==> src/rtl/divrem_pkg.sv <==
// Shared types, constants and helpers for the sequential divide/remainder unit.

`ifndef DIVREM_PKG_NEG_IF
`define DIVREM_PKG_NEG_IF
// Width-generic conditional two's-complement negation: NEG_IF(width, value, negate)
`define NEG_IF(w, v, s) ((s) ? w'(~(v) + w'(1)) : (v))
`endif

package divrem_pkg;

  typedef enum logic [2:0] {
    ST_IDLE = 3'd0,
    ST_NORM = 3'd1,
    ST_ITER = 3'd2,
    ST_FIX  = 3'd3,
    ST_DONE = 3'd4
  } divrem_state_e;

  // Divide-by-zero quotient is this bit replicated across the result width.
  localparam logic DIV0_QUO_BIT = 1'b1;

endpackage

==> src/rtl/divrem_step.sv <==
// One combinational restoring-division step: shift in a dividend bit, trial-subtract the divisor.

module divrem_step #(
  parameter int unsigned WIDTH = 8
) (
  input  logic [WIDTH:0]   rem_in,
  input  logic             dbit_in,
  input  logic [WIDTH-1:0] div_in,
  output logic [WIDTH:0]   rem_out,
  output logic             qbit_out
);

  logic [WIDTH+1:0] shifted;
  logic [WIDTH+1:0] diff;

  // rem_in is always below the divisor, so one extra bit is enough to see the borrow.
  always_comb begin
    shifted  = {rem_in, dbit_in};
    diff     = shifted - {2'b00, div_in};
    qbit_out = ~diff[WIDTH+1];
    rem_out  = qbit_out ? diff[WIDTH:0] : shifted[WIDTH:0];
  end

endmodule

==> src/rtl/seq_divrem.sv <==
// Multi-cycle signed/unsigned divider returning quotient and remainder behind valid/ready channels.

module seq_divrem
  import divrem_pkg::*;
#(
  parameter int unsigned WIDTH = 8,
  parameter int unsigned TAG_W = 4
) (
  input  logic             clk,
  input  logic             rst_n,
  input  logic             in_valid,
  output logic             in_ready,
  input  logic             in_signed,
  input  logic [WIDTH-1:0] in_a,
  input  logic [WIDTH-1:0] in_b,
  input  logic [TAG_W-1:0] in_tag,
  output logic             out_valid,
  input  logic             out_ready,
  output logic [WIDTH-1:0] out_quo,
  output logic [WIDTH-1:0] out_rem,
  output logic             out_div0,
  output logic [TAG_W-1:0] out_tag
);

  localparam int unsigned CNT_W = $clog2(WIDTH + 1);

  divrem_state_e    state_q, state_d;
  logic [WIDTH-1:0] a_q, a_d;          // dividend magnitude, becomes quotient as it shifts
  logic [WIDTH-1:0] b_q, b_d;
  logic [WIDTH-1:0] orig_a_q, orig_a_d;
  logic [WIDTH:0]   rem_q, rem_d;
  logic [CNT_W-1:0] cnt_q, cnt_d;
  logic             sgn_q, sgn_d;
  logic             qneg_q, qneg_d;
  logic             rneg_q, rneg_d;
  logic [TAG_W-1:0] tag_q, tag_d;
  logic             out_valid_q, out_valid_d;
  logic [WIDTH-1:0] out_quo_q, out_quo_d;
  logic [WIDTH-1:0] out_rem_q, out_rem_d;
  logic             out_div0_q, out_div0_d;
  logic [TAG_W-1:0] out_tag_q, out_tag_d;

  logic [WIDTH:0]   step_rem;
  logic             step_qbit;

  divrem_step #(.WIDTH(WIDTH)) u_step (
    .rem_in   (rem_q),
    .dbit_in  (a_q[WIDTH-1]),
    .div_in   (b_q),
    .rem_out  (step_rem),
    .qbit_out (step_qbit)
  );

  always_ff @(posedge clk or negedge rst_n) begin
    if (!rst_n) begin
      state_q     <= ST_IDLE;
      a_q         <= '0;
      b_q         <= '0;
      orig_a_q    <= '0;
      rem_q       <= '0;
      cnt_q       <= '0;
      sgn_q       <= 1'b0;
      qneg_q      <= 1'b0;
      rneg_q      <= 1'b0;
      tag_q       <= '0;
      out_valid_q <= 1'b0;
      out_quo_q   <= '0;
      out_rem_q   <= '0;
      out_div0_q  <= 1'b0;
      out_tag_q   <= '0;
    end else begin
      state_q     <= state_d;
      a_q         <= a_d;
      b_q         <= b_d;
      orig_a_q    <= orig_a_d;
      rem_q       <= rem_d;
      cnt_q       <= cnt_d;
      sgn_q       <= sgn_d;
      qneg_q      <= qneg_d;
      rneg_q      <= rneg_d;
      tag_q       <= tag_d;
      out_valid_q <= out_valid_d;
      out_quo_q   <= out_quo_d;
      out_rem_q   <= out_rem_d;
      out_div0_q  <= out_div0_d;
      out_tag_q   <= out_tag_d;
    end
  end

  always_comb begin
    state_d     = state_q;
    a_d         = a_q;
    b_d         = b_q;
    orig_a_d    = orig_a_q;
    rem_d       = rem_q;
    cnt_d       = cnt_q;
    sgn_d       = sgn_q;
    qneg_d      = qneg_q;
    rneg_d      = rneg_q;
    tag_d       = tag_q;
    out_valid_d = out_valid_q;
    out_quo_d   = out_quo_q;
    out_rem_d   = out_rem_q;
    out_div0_d  = out_div0_q;
    out_tag_d   = out_tag_q;

    unique case (state_q)
      ST_IDLE: begin
        if (in_valid) begin
          a_d      = in_a;
          b_d      = in_b;
          orig_a_d = in_a;
          sgn_d    = in_signed;
          tag_d    = in_tag;
          state_d  = ST_NORM;
        end
      end
      ST_NORM: begin
        a_d     = `NEG_IF(WIDTH, a_q, sgn_q & a_q[WIDTH-1]);
        b_d     = `NEG_IF(WIDTH, b_q, sgn_q & b_q[WIDTH-1]);
        qneg_d  = sgn_q & (a_q[WIDTH-1] ^ b_q[WIDTH-1]);
        rneg_d  = sgn_q & a_q[WIDTH-1];
        rem_d   = '0;
        cnt_d   = '0;
        state_d = ST_ITER;
      end
      ST_ITER: begin
        rem_d = step_rem;
        a_d   = {a_q[WIDTH-2:0], step_qbit};
        cnt_d = cnt_q + CNT_W'(1);
        if (cnt_q == CNT_W'(WIDTH - 1)) begin
          state_d = ST_FIX;
        end
      end
      ST_FIX: begin
        out_valid_d = 1'b1;
        out_tag_d   = tag_q;
        // Zero divisor overrides the iterated result with fixed values.
        if (b_q == '0) begin
          out_quo_d  = {WIDTH{DIV0_QUO_BIT}};
          out_rem_d  = orig_a_q;
          out_div0_d = 1'b1;
        end else begin
          out_quo_d  = `NEG_IF(WIDTH, a_q, qneg_q);
          out_rem_d  = `NEG_IF(WIDTH, rem_q[WIDTH-1:0], rneg_q);
          out_div0_d = 1'b0;
        end
        state_d = ST_DONE;
      end
      ST_DONE: begin
        if (out_ready) begin
          out_valid_d = 1'b0;
          state_d     = ST_IDLE;
        end
      end
      default: state_d = ST_IDLE;
    endcase
  end

  assign in_ready  = (state_q == ST_IDLE);
  assign out_valid = out_valid_q;
  assign out_quo   = out_quo_q;
  assign out_rem   = out_rem_q;
  assign out_div0  = out_div0_q;
  assign out_tag   = out_tag_q;

endmodule

==> config.mk <==
export PLATFORM = sky130hd
export DESIGN_NAME = seq_divrem
export DESIGN_NICKNAME = d
export VERILOG_FILES = /design/src/rtl/divrem_pkg.sv /design/src/rtl/divrem_step.sv /design/src/rtl/seq_divrem.sv
export SDC_FILE = /design/constraint.sdc
export NUM_CORES = 1
export LEC_CHECK = 0
export ABC_AREA = 1
export BUFFER_PORTS_ARGS = -buffer_cell sky130_fd_sc_hd__buf_2
export CAP_MARGIN = 25
export CORE_ASPECT_RATIO = 2
export CORE_MARGIN = 3
export CORE_UTILIZATION = 60
export CTS_BUF_LIST = sky130_fd_sc_hd__clkbuf_4
export DETAILED_ROUTE_END_ITERATION = 12
export PLACE_DENSITY = 0.8
export SLEW_MARGIN = 25
export SYNTH_ARGS = -nofsm -noshare
export SYNTH_HDL_FRONTEND = slang
export SYNTH_HIERARCHICAL = 1
export SYNTH_SLANG_ARGS = --single-unit
export TNS_END_PERCENT = 20
==> constraint.sdc <==
create_clock -name clk -period 2.7 [get_ports clk]
set_input_delay 0.405 -clock clk [delete_from_list [all_inputs] [get_ports clk]]
set_output_delay 0.405 -clock clk [all_outputs]
set_load 0.02 [all_outputs]
### Word-level counts from Yosys, hierarchy flattened

Cells that the tools add are included.

* flip-flop bits (word level): 69
* bits in latches: 0
* RAM bits: 0
* ROM bits: 0
* bits of input ports: 25
* output and inout port bits: 23
* word-level logic and storage cells: 69
* memories: 0

* add/sub/neg operators: 5
* multiply operators: 0
* div/mod/pow operators: 0
* magnitude comparators: 0
* equality and inequality tests: 10
* shifts and indexed selects: 0
* mux-type cells: 20
* bitwise gates (word level): 8
* reduce and logical (&&, ||, !) cells: 11

Operators with widths (count)
* $mux 8: 8
* $add 8x1->8 const B: 3
* $not 8->8: 3
* $pmux 8 s3: 1
* $pmux 9 s2: 1
* $pmux 8 s2: 1
* $pmux 3 s5: 1
* $ne 2x2->1 const B: 5
* $sub 10x8->10: 1
* $mux 3: 3
* $mux 9: 1
* $reduce_and 3->1: 3
* $logic_not 8->1: 1
* $pmux 4 s2: 1
* $eq 3x2->1 const B: 2
* $reduce_bool 2->1: 3
* $add 4x1->4 const B: 1
* $eq 4x3->1 const B: 1
* $reduce_and 2->1: 2
* $and 1x1->1: 3
* $eq 3x1->1 const B: 1
* $eq 3x3->1 const B: 1
* $logic_not 3->1: 1
* $reduce_bool 3->1: 1
* 4 further kinds: 5

### Logic depth before layout (Yosys ltp)

Gate-level depths: netlist (run 1).

* depth after elaboration: 4
* gate-level depth with buffers: 14
* mapped depth without buffers: 14

### Modules after synthesis

The synthesis (run 1) kept the hierarchy.

By module, submodules not included
* seq_divrem: instances 1, cells each 463, area an instance 3590.9 um^2, sequential area each 1726.7 um^2
* divrem_step: instances 1, cells each 132, area an instance 704.4 um^2, sequential area each 0.0 um^2

### Worst setup path before layout (run 1)

No wires, ideal clock.

* path kind: reg2reg
* start: reg a_q[7]
* end: reg rem_q[8]
* library setup time: 121 ps
* data arrival time: 1759 ps
* required time: 2579 ps
* path slack: 820 ps
* stages on the path, launching flop included: 13
* period minus slack after synthesis: 1880 ps
* path through: dfrtp_1 -> inv_1 -> ha_1 -> fa_1 -> inv_1 -> nand2_1 -> nand2_1 -> nand3_1 -> nand3_1 -> nand2_1 -> nand3_1 -> nand2_1 -> a22o_1

* cells in the longest elaborated chain, start to end: 3

RTL lines
* start, declared: RTL line seq_divrem.sv:28 `logic [WIDTH-1:0] a_q, a_d;`
* start signal, assigned: RTL line seq_divrem.sv:57 `a_q <= '0;`
* start signal, assigned: RTL line seq_divrem.sv:73 `a_q <= a_d;`
* $sub 10x8->10: RTL line divrem_step.sv:19 `diff = shifted - {2'b00, div_in};`
* $mux 9: RTL line divrem_step.sv:21 `rem_out = qbit_out ? diff[WIDTH:0] : shifted[WIDTH:0];`
* net step_rem[8]: RTL line seq_divrem.sv:43 `logic [WIDTH:0] step_rem;`
* $pmux 9 s2: RTL line seq_divrem.sv:107 `unique case (state_q)`
* end signal, assigned: RTL line seq_divrem.sv:76 `rem_q <= rem_d;`
* end, declared: RTL line seq_divrem.sv:31 `logic [WIDTH:0] rem_q, rem_d;`

The timed path passes the listed nets, and every way through them passes these cells.
A chain may end at the register's enable or synchronous reset.

### Worst setup path in the final report (run 1)

Ends and elaborated chain as after synthesis.

==> impl_metrics.tcl, run 1 <==
set metrics [dict create \
    clock_latency_ns 0.43 \
    start_util_pct 61.9 \
    final_cell_count_no_fill 740 \
    cts.reportedPaths.clkPinSlew_ns 0.12 \
    cts_root_buf "clkbuf_4" \
    syn-num-nets 633 \
    crit_required_ns 3.03 \
    cts_tree "done" \
    drc_errors 0 \
    powerDensity_nw_per_um2 1320 \
    synthTopCellsByCount "178 x nand2_1, 78 x inv_1, 69 x dfrtp_1" \
    endpoint "rem_q[8]" \
    drtIter0Drc 245 \
    timing.rr.start "a_q[7]" \
    synth.most_common_cell "nand2_1" \
    crit_path_max_fanout 7 \
    yosysTopAreaCell "dfrtp_1" \
    fin_setup_tns_ns 0 \
    antenna_found_initial 1 \
    io_buffers 47 \
    worst_pin_slew_ns 0.663 \
    fmax_mhz 464 \
    cts_buffers 9 \
    dp_cells 722 \
    startpoint "a_q[7]" \
    gp_congestion 0.950 \
    async_reset_ff_share_pct 100 \
    fp.coreArea_um2 6940 \
    min_period_over_period_pct 79.8 \
    end_kind "register" \
    placed_cell_area_um2 4570 \
    ys_ff_latch 69 \
    die-width_um 65.8 \
    status "complete, no violations" \
    ios 48 \
    p_leak_nw 2.59 \
    maxSlewViolCount 0 \
    r2r_cells 12 \
    arrival_ns 2.48 \
    slew_headroom_pct 55.8 \
    ff2ff_setup_slack_ns 0.55 \
    area_delta_synth_final_pct 9.55 \
    grt_max_degree 42 \
    synth.avg_cell_area_um2 7.22 \
    htree_levels 3 \
    vias 4118 \
    dieHeight_um 126 \
    skew_ns 0.00935 \
    layout_min_cycle_time_ns 2.15 \
    ys_seq_area_share_pct 40.2 \
    synth.distinct_cells 38 \
    dieArea_um2 8270 \
    fillers 620 \
    hold_start "out_ready" \
    wire_per_inst_um 15.3 \
    hp-class "primary input to register" \
    postCtsSetupRepairBufs 0 \
    finalHoldViolations 0 \
    cts_buffer_depth 2 \
    yosys_warnings 6 \
    final_nets 682 \
    synth_top_area_share_pct 40.2 \
    rsz0062_at_grt "false" \
    r2r-end "rem_q[8]" \
    dr.pass1.iters 5 \
    drv_cap 0 \
    clock_sinks 69 \
    startpoint_type "register" \
    synthTopCellsByArea "dfrtp_1 40%, nand2_1 16%, inv_1 6.8%" \
    grt_pass1_wl_mm 18.7 \
    synth_edf_count 0 \
    finalSetupViolations 0 \
    finalInstanceArea_um2 4710 \
    via_per_inst 5.56 \
    dpl.hpwl_mm 8.72 \
    drive_above_1_share_pct 15.3 \
    synthesis.instances 595 \
    ys.flop_type "dfrtp_1" \
    num_rows 43 \
    grtUsageTotal_pct 29.9 \
    drtAntennaViolNets 0 \
    peakVddDrop_v 0.000778 \
    syn-cell-area_um2 4300 \
    overflow 0 \
    cts_resized 0 \
    worstSetupPathType "register to register" \
    grt_pass1_vias 4016 \
    drt-total-wl_mm 11.3 \
]
==> repair_timing <==
| item | 4_1_cts | 5_1_grt |
|---|---|---|
| hold endpoints to repair | 28 | 0 |
| endpoints found under the setup margin | 0 | 0 |
| hold buffers | 1 | 0 |
==> layer usage <==
layer / up-vias / track usage [%] / part of all wire [%]
li1: 2001 / - / -
met1: 1936 / 32.0 / 36
met2: 128 / 50.8 / 53
met3: 53 / 5.00 / 4.0
met4: 0 / 22.0 / 6.7
met5: - / 0 / 0
==> kinds of logic after synthesis <==
kind of cell | count (synthesis) | share of synthesized area (%)
buf+inv | 96 | 9.85
flops | 69 | 40.2
simple gates | 321 | 32.4
compound gates | 85 | 11.2
mux | 3 | 0.786
fa+ha+maj | 13 | 3.96
xor+xnor | 8 | 1.63
==> worst max-delay path, stage by stage (launching register included) <==
cell	delay, ns
dfrtp_1	0.48
inv_1	0.07
ha_1	0.22
fa_1	0.40
inv_1	0.08
nand2_1	0.05
nand2_1	0.10
nand3_1	0.13
nand3_1	0.11
nand2_1	0.05
nand3_1	0.07
nand2_1	0.06
a22o_1	0.22
==> report_power, final <==
group | switching, mW | leakage (nW) | internal (mW)
Clock | 0.400 | 0.0623 | 0.191
Sequential | 0.410 | 0.837 | 1.51
Combinational | 2.44 | 1.69 | 1.27
==> flip-flops by register name, indices dropped and copies added, names as in the netlist <==
name,cells
tag_q,4
rneg_q,1
out_valid,1
a_q,8
rem_q,9
orig_a_q,8
out_quo,8
out_div0,1
cnt_q,4
out_rem,8
b_q,8
state_q,3
out_tag,4
sgn_q,1
qneg_q,1
==> cells in the final DEF (no fill, tap or decap), types with 2 or more instances in the layout <==
master | netlist | final
clkbuf_4 | 0 | 9
o21a_1 | 2 | 2
mux2_2 | 3 | 3
ha_1 | 12 | 12
xnor2_1 | 3 | 3
clkinv_4 | 0 | 2
a22o_1 | 2 | 2
or2_2 | 5 | 5
nand3_2 | 3 | 3
nor2_1 | 58 | 58
buf_2 | 5 | 47
a21oi_1 | 20 | 20
buf_4 | 3 | 4
nand2_2 | 5 | 5
o21ai_1 | 6 | 6
o21ai_0 | 38 | 38
nand4_2 | 2 | 2
o22ai_1 | 5 | 5
nand3_1 | 58 | 58
clkinv_2 | 0 | 2
nor2_2 | 5 | 5
nand2_4 | 2 | 2
inv_1 | 78 | 78
inv_2 | 3 | 3
a31oi_1 | 6 | 6
clkinvlp_4 | 0 | 2
dfrtp_1 | 69 | 69
nand2_1 | 178 | 178
o211ai_1 | 2 | 2
xor2_1 | 5 | 5
==> worst min-delay path by stage <==
stage,slack (ns),to,depth (start not counted)
floorplan,0.11,a_q[0],0
global placement,0.46,out_rem[5],2
detailed placement,0.46,out_rem[5],2
CTS,0.16,state_q[2],2
global route,0.17,state_q[2],2
finish,0.17,state_q[2],2
==> through the flow <==
| step | utilization [%] | power (mW) | hold WS, ns | worst slack [ns] |
|---|---|---|---|---|
| after global routing | 67.8 | 6.83 | 0.170 | 0.357 |
| after floorplan | - | 4.70 | 0.109 | 0.820 |
| after detailed placement | 65.9 | 5.60 | 0.462 | 0.591 |
| after CTS | 67.8 | 6.22 | 0.161 | 0.566 |
| final | 67.8 | 6.22 | 0.173 | 0.545 |
| after global placement | 65.9 | 5.49 | 0.462 | 0.667 |
==> final cells by class <==
type,count,area [um^2],share of cell area [%]
Antenna cell,1,2.50,0.0532
Clock buffer,9,67.6,1.44
Clock inverter,7,51.3,1.09
Inverter,81,304,6.46
Multi-Input combinational cell,430,2150,45.6
Sequential cell,69,1730,36.7
Tap cell,90,113,2.39
Timing Repair Buffer,53,295,6.27
Note: power is estimated with default switching activity, not from simulation.
==> inputs of run 2 (changes only) <==
--- a/config.mk
+++ b/config.mk
@@ -10,10 +10,10 @@
 export CAP_MARGIN = 25
 export CORE_ASPECT_RATIO = 2
 export CORE_MARGIN = 3
-export CORE_UTILIZATION = 60
+export CORE_UTILIZATION = 55
 export CTS_BUF_LIST = sky130_fd_sc_hd__clkbuf_4
 export DETAILED_ROUTE_END_ITERATION = 12
-export PLACE_DENSITY = 0.8
+export PLACE_DENSITY = 0.78
 export SLEW_MARGIN = 25
 export SYNTH_ARGS = -nofsm -noshare
 export SYNTH_HDL_FRONTEND = slang
==> constraint.sdc (replaced) <==
create_clock -name clk -period 1.8 [get_ports clk]
set_input_delay 0.27 -clock clk [delete_from_list [all_inputs] [get_ports clk]]
set_output_delay 0.27 -clock clk [all_outputs]
set_load 0.02 [all_outputs]
==> impl_metrics.tcl, run 2 (synthesized netlist as in run 1, its figures left out) <==
set metrics [dict create \
    arrival_ns 2.26 \
    crit_path_max_fanout 2 \
    cts_root_buf "clkbuf_4" \
    status "finished, violations left" \
    final_nets 723 \
    regMostFlops "rem_q" \
    skew_ns 0.0170 \
    dieArea_um2 8970 \
    failed_checks "negative setup slack" \
    clock_sinks 69 \
    cts_buffer_depth 2 \
    slew_headroom_pct 63.3 \
    num_rows 45 \
    antenna_found_initial 0 \
    fmax_mhz 517 \
    drc_errors 0 \
    end_kind "register" \
    finalSetupViolations 9 \
    antenna_cells 0 \
    drv_cap 0 \
    layout_commonest_cell "nand2_1" \
    dieHeight_um 131 \
    max_stage_delay_ns 0.40 \
    vias 4363 \
    fp.coreArea_um2 7600 \
    drt-total-wl_mm 12.3 \
    peakVddDrop_v 0.00105 \
    path_delay_family "adder cells" \
    cts.reportedPaths.clkPinSlew_ns 0.12 \
    crit_required_ns 2.13 \
    timing.final.ws_setup_ns -0.136 \
    ff2ff_setup_slack_ns -0.14 \
    clock_latency_ns 0.42 \
    grtUsageTotal_pct 29.0 \
    drive_above_1_share_pct 25.7 \
    dp_cells 761 \
    overflow 0 \
    cts_buffers 9 \
    largest_reg_flops 9 \
    maxSlewViolCount 0 \
    worstSetupPathType "register to register" \
    cts_tree "done" \
    r2r_cells 13 \
    r2r-end "rem_q[8]" \
    ios 48 \
    layout_min_cycle_time_ns 1.94 \
    final_cell_mix "167 x nand2_1, 70 x inv_1, 66 x dfrtp_1, 57 x nor2_1, 54 x nand3_1" \
    fillers 661 \
    gp_congestion 0.904 \
    min_period_over_period_pct 108 \
    whs_path_depth 2 \
    power_mw 10.9 \
    grt_pass1_wl_mm 19.4 \
    powerDensity_nw_per_um2 2050 \
    io_buffers 47 \
    drtAntennaViolNets 0 \
    wire_per_inst_um 15.7 \
    fin_setup_tns_ns -0.461 \
    timing.critical_path.buf_inv 3 \
    hold_start "in_signed" \
    start_util_pct 56.5 \
    cp_cell_sequence "inv_2, ha_4, fa_2, inv_2, nand2_2, nand2_4, buf_12, nand3_4, nand3_2, nand2_2, nand3_1, nand2_1, a22o_1" \
    worst_pin_slew_ns 0.551 \
    finalHoldViolations 0 \
    htree_levels 3 \
    die-width_um 68.5 \
    drtIter0Drc 359 \
    timing.rr.start "a_q[7]" \
    dr.pass1.iters 5 \
    final_cell_count_no_fill 784 \
    area_delta_synth_final_pct 23.6 \
    hold_end "sgn_q" \
    hp-class "primary input to register" \
    dpl.hpwl_mm 9.09 \
    p_leak_nw 2.82 \
    startpoint_type "register" \
    via_per_inst 5.57 \
    grt_max_degree 29 \
    grt_pass1_vias 4252 \
    rsz0062_at_grt "true" \
    crit_slowest_cell "dfrtp_1" \
]
==> run 2: cell type report <==
type / instances / area (um^2) / share of cell area (%)
multi-input combinational: 432 / 2380 / 44.9
sequential: 69 / 1730 / 32.6
timing repair buffer: 92 / 613 / 11.6
inverter: 81 / 304 / 5.73
tap: 94 / 118 / 2.22
clock inverter: 7 / 90.1 / 1.70
clock buffer: 9 / 67.6 / 1.27
==> run 2: report_power, final <==
part | total [mW] | internal [mW] | switching (mW)
Clock | 1.12 | 0.556 | 0.567
Combinational | 6.91 | 2.68 | 4.23
Sequential | 2.85 | 2.27 | 0.582
Total | 10.9 | 5.50 | 5.38
==> run 2: metal layers <==
metal	global-route usage (%)	vias to the layer above	wire length, um
met2	49.9	179	6750
met1	29.3	2038	4190
met3	6.16	60	591
li1	-	2086	-
met4	21.9	0	775
met5	0	-	0
==> run 2: worst register-to-register path: stages (launching register included) <==
cell	delay [ns]
dfrtp_1	0.40
inv_2	0.06
ha_4	0.16
fa_2	0.39
inv_2	0.06
nand2_2	0.05
nand2_4	0.08
buf_12	0.10
nand3_4	0.06
nand3_2	0.08
nand2_2	0.05
nand3_1	0.06
nand2_1	0.06
a22o_1	0.22
==> run 2: how the worst max path moves through the flow <==
stage | from | end | slack [ns] | cells past startpoint
2_1_floorplan | rem_q[3] | rem_q[8] | -0.02 | 10
3_3_place_gp | b_q[7] | a_q[0] | -0.17 | 9
3_5_place_dp | b_q[7] | rem_q[8] | -0.20 | 10
4_1_cts | a_q[7] | rem_q[8] | -0.11 | 12
5_1_grt | b_q[0] | rem_q[6] | -0.27 | 13
6_report | a_q[7] | rem_q[8] | -0.14 | 13
==> run 2: repair_timing <==
action | 4_1_cts | 5_1_grt
gates resized for setup | 26 | 25
setup buffers | 2 | 2
endpoints found under the setup margin | 10 | 17
pin swaps | 7 | 13
gates cloned | 1 | 1
hold buffers | 1 | 0
endpoints found under the hold margin | 19 | 0
==> run 2: metrics by stage <==
stage / worst slack, ns / hold slack, ns / instance area, um^2 / utilization [%]
after detailed placement: -0.204 / 0.288 / 4860 / 63.9
after global placement: -0.174 / 0.269 / 4860 / 63.9
after global routing: -0.272 / 0.0443 / 5310 / 69.8
after floorplan: -0.0213 / -0.0256 / 4300 / -
final: -0.136 / 0.0689 / 5310 / 69.8
after CTS: -0.109 / 0.0467 / 5190 / 68.3
==> inputs of run 3 (changes only) <==
--- a/config.mk
+++ b/config.mk
@@ -13,6 +13,7 @@
 export CORE_UTILIZATION = 55
 export CTS_BUF_LIST = sky130_fd_sc_hd__clkbuf_4
 export DETAILED_ROUTE_END_ITERATION = 12
+export MAX_ROUTING_LAYER = met4
 export PLACE_DENSITY = 0.78
 export SLEW_MARGIN = 25
 export SYNTH_ARGS = -nofsm -noshare
==> impl_metrics.tcl, run 3 (synthesized netlist as in run 1, its figures left out) <==
set metrics [dict create \
    status "finished, violations left" \
    failed_checks "negative setup slack" \
    finalSetupViolations 10 \
    rsz0062_at_grt "true" \
    hold_start "in_signed" \
    skew_ns 0.0120 \
    fp.coreArea_um2 7600 \
    grtUsageTotal_pct 31.1 \
    gp_congestion 0.911 \
    power_mw 10.7 \
    antenna_found_initial 1 \
    ios 48 \
    ff2ff_setup_slack_ns -0.14 \
    arrival_ns 2.29 \
    vias 4481 \
    r2r_cells 11 \
    area_delta_synth_final_pct 24.3 \
    drtIter0Drc 402 \
    drv_cap 0 \
    overflow 0 \
    final_cell_mix "167 x nand2_1, 69 x dfrtp_1, 68 x inv_1, 57 x nor2_1, 54 x nand3_1" \
    p_leak_nw 2.87 \
    dieHeight_um 131 \
    fillers 634 \
    layout_commonest_cell "nand2_1" \
    cts_buffers 9 \
    dieArea_um2 8970 \
    cts_root_buf "clkbuf_4" \
    hold_end "sgn_q" \
    dr.pass1.iters 5 \
    grt_pass1_vias 4479 \
    drt-total-wl_mm 12.8 \
    clock_sinks 69 \
    final_nets 735 \
    min_period_over_period_pct 108 \
    htree_levels 3 \
    dpl.hpwl_mm 9.15 \
    fmax_mhz 515 \
    slew_headroom_pct 62.9 \
    start_util_pct 56.5 \
    wire_per_inst_um 16.1 \
    cts_tree "done" \
    io_buffers 47 \
    worstSetupPathType "register to register" \
    finalHoldViolations 0 \
    whs_path_depth 2 \
    num_rows 45 \
    powerDensity_nw_per_um2 2010 \
    timing.final.ws_setup_ns -0.143 \
    drive_above_1_share_pct 26.1 \
    worst_pin_slew_ns 0.557 \
    crit_path_max_fanout 5 \
    drtAntennaViolNets 0 \
    end_kind "register" \
    clock_latency_ns 0.43 \
    crit_required_ns 2.15 \
    maxSlewViolCount 0 \
    r2r-end "rem_q[5]" \
    die-width_um 68.5 \
    regMostFlops "rem_q" \
    via_per_inst 5.63 \
    hp-class "primary input to register" \
    layout_min_cycle_time_ns 1.94 \
    grt_max_degree 29 \
    timing.rr.start "b_q[7]" \
    peakVddDrop_v 0.000991 \
    grt_pass1_wl_mm 20.1 \
    largest_reg_flops 9 \
    cts.reportedPaths.clkPinSlew_ns 0.11 \
    cts_buffer_depth 2 \
    drc_errors 0 \
    fin_setup_tns_ns -0.926 \
    startpoint_type "register" \
]
## run 3: power by group
group	internal, mW	switching [mW]	leakage, nW
Sequential	2.26	0.570	0.837
Combinational	2.75	4.32	1.97
Clock	0.293	0.528	0.0592
Total	5.31	5.42	2.87
## run 3: through the flow
step | area [um^2] | hold slack (ns) | setup WS (ns) | utilization [%] | instances
5_1_grt | 5340 | 0.0624 | -0.188 | 70.2 | 796
3_3_place_gp | 4860 | 0.283 | -0.127 | 63.9 | 761
3_5_place_dp | 4860 | 0.289 | -0.175 | 63.9 | 761
4_1_cts | 5240 | 0.0484 | -0.0292 | 69.0 | 791
2_1_floorplan | 4300 | -0.0256 | -0.0213 | - | 595
6_report | 5340 | 0.0715 | -0.143 | 70.2 | 796
## run 3: worst max-delay path by stage
| stage | startpoint | to | cells past startpoint |
|---|---|---|---|
| detailed placement | b_q[7] | a_q[0] | 9 |
| finish | b_q[7] | rem_q[5] | 11 |
| floorplan | rem_q[3] | rem_q[8] | 10 |
| global placement | b_q[7] | a_q[0] | 9 |
| CTS | a_q[7] | rem_q[6] | 14 |
| global route | b_q[0] | rem_q[6] | 13 |
## run 3: layout make-up
type	instances	area [um^2]	area share (%)
antenna	1	2.50	0.0469
clock buffer	11	82.6	1.55
clock inverter	4	16.3	0.305
inverter	81	304	5.69
multi-input combinational	434	2380	44.7
sequential	69	1730	32.3
tap	94	118	2.20
timing repair buffer	102	704	13.2
## run 3: timing repair
item / in CTS / in global routing
hold buffers: 1 / 0
setup buffers: 10 / 4
endpoints found under the hold margin: 21 / 0
pin swaps: 18 / 13
gates resized for setup: 30 / 20
cloned: 4 / 0
endpoints found under the setup margin: 10 / 19
## run 3: layer usage
layer  up-vias  wire length (um)  GRT usage [%]
li1       2127                 -              -
met1      2067              4370           29.0
met2       193              6740           53.6
met3        94               669           6.42
met4         0              1030           22.9
met5         -                 0              -
## run 3: worst max-delay path, cell delays in order, from the launching register on
cell and delay (ns):
dfrtp_1 0.45, inv_2 0.08, ha_4 0.31, nand2_4 0.06, nor2_4 0.16, nand3_4 0.13, buf_4 0.19, nand4_4 0.12
nand3_1 0.12, nand2_1 0.10, nand2_1 0.06, o21ai_0 0.07
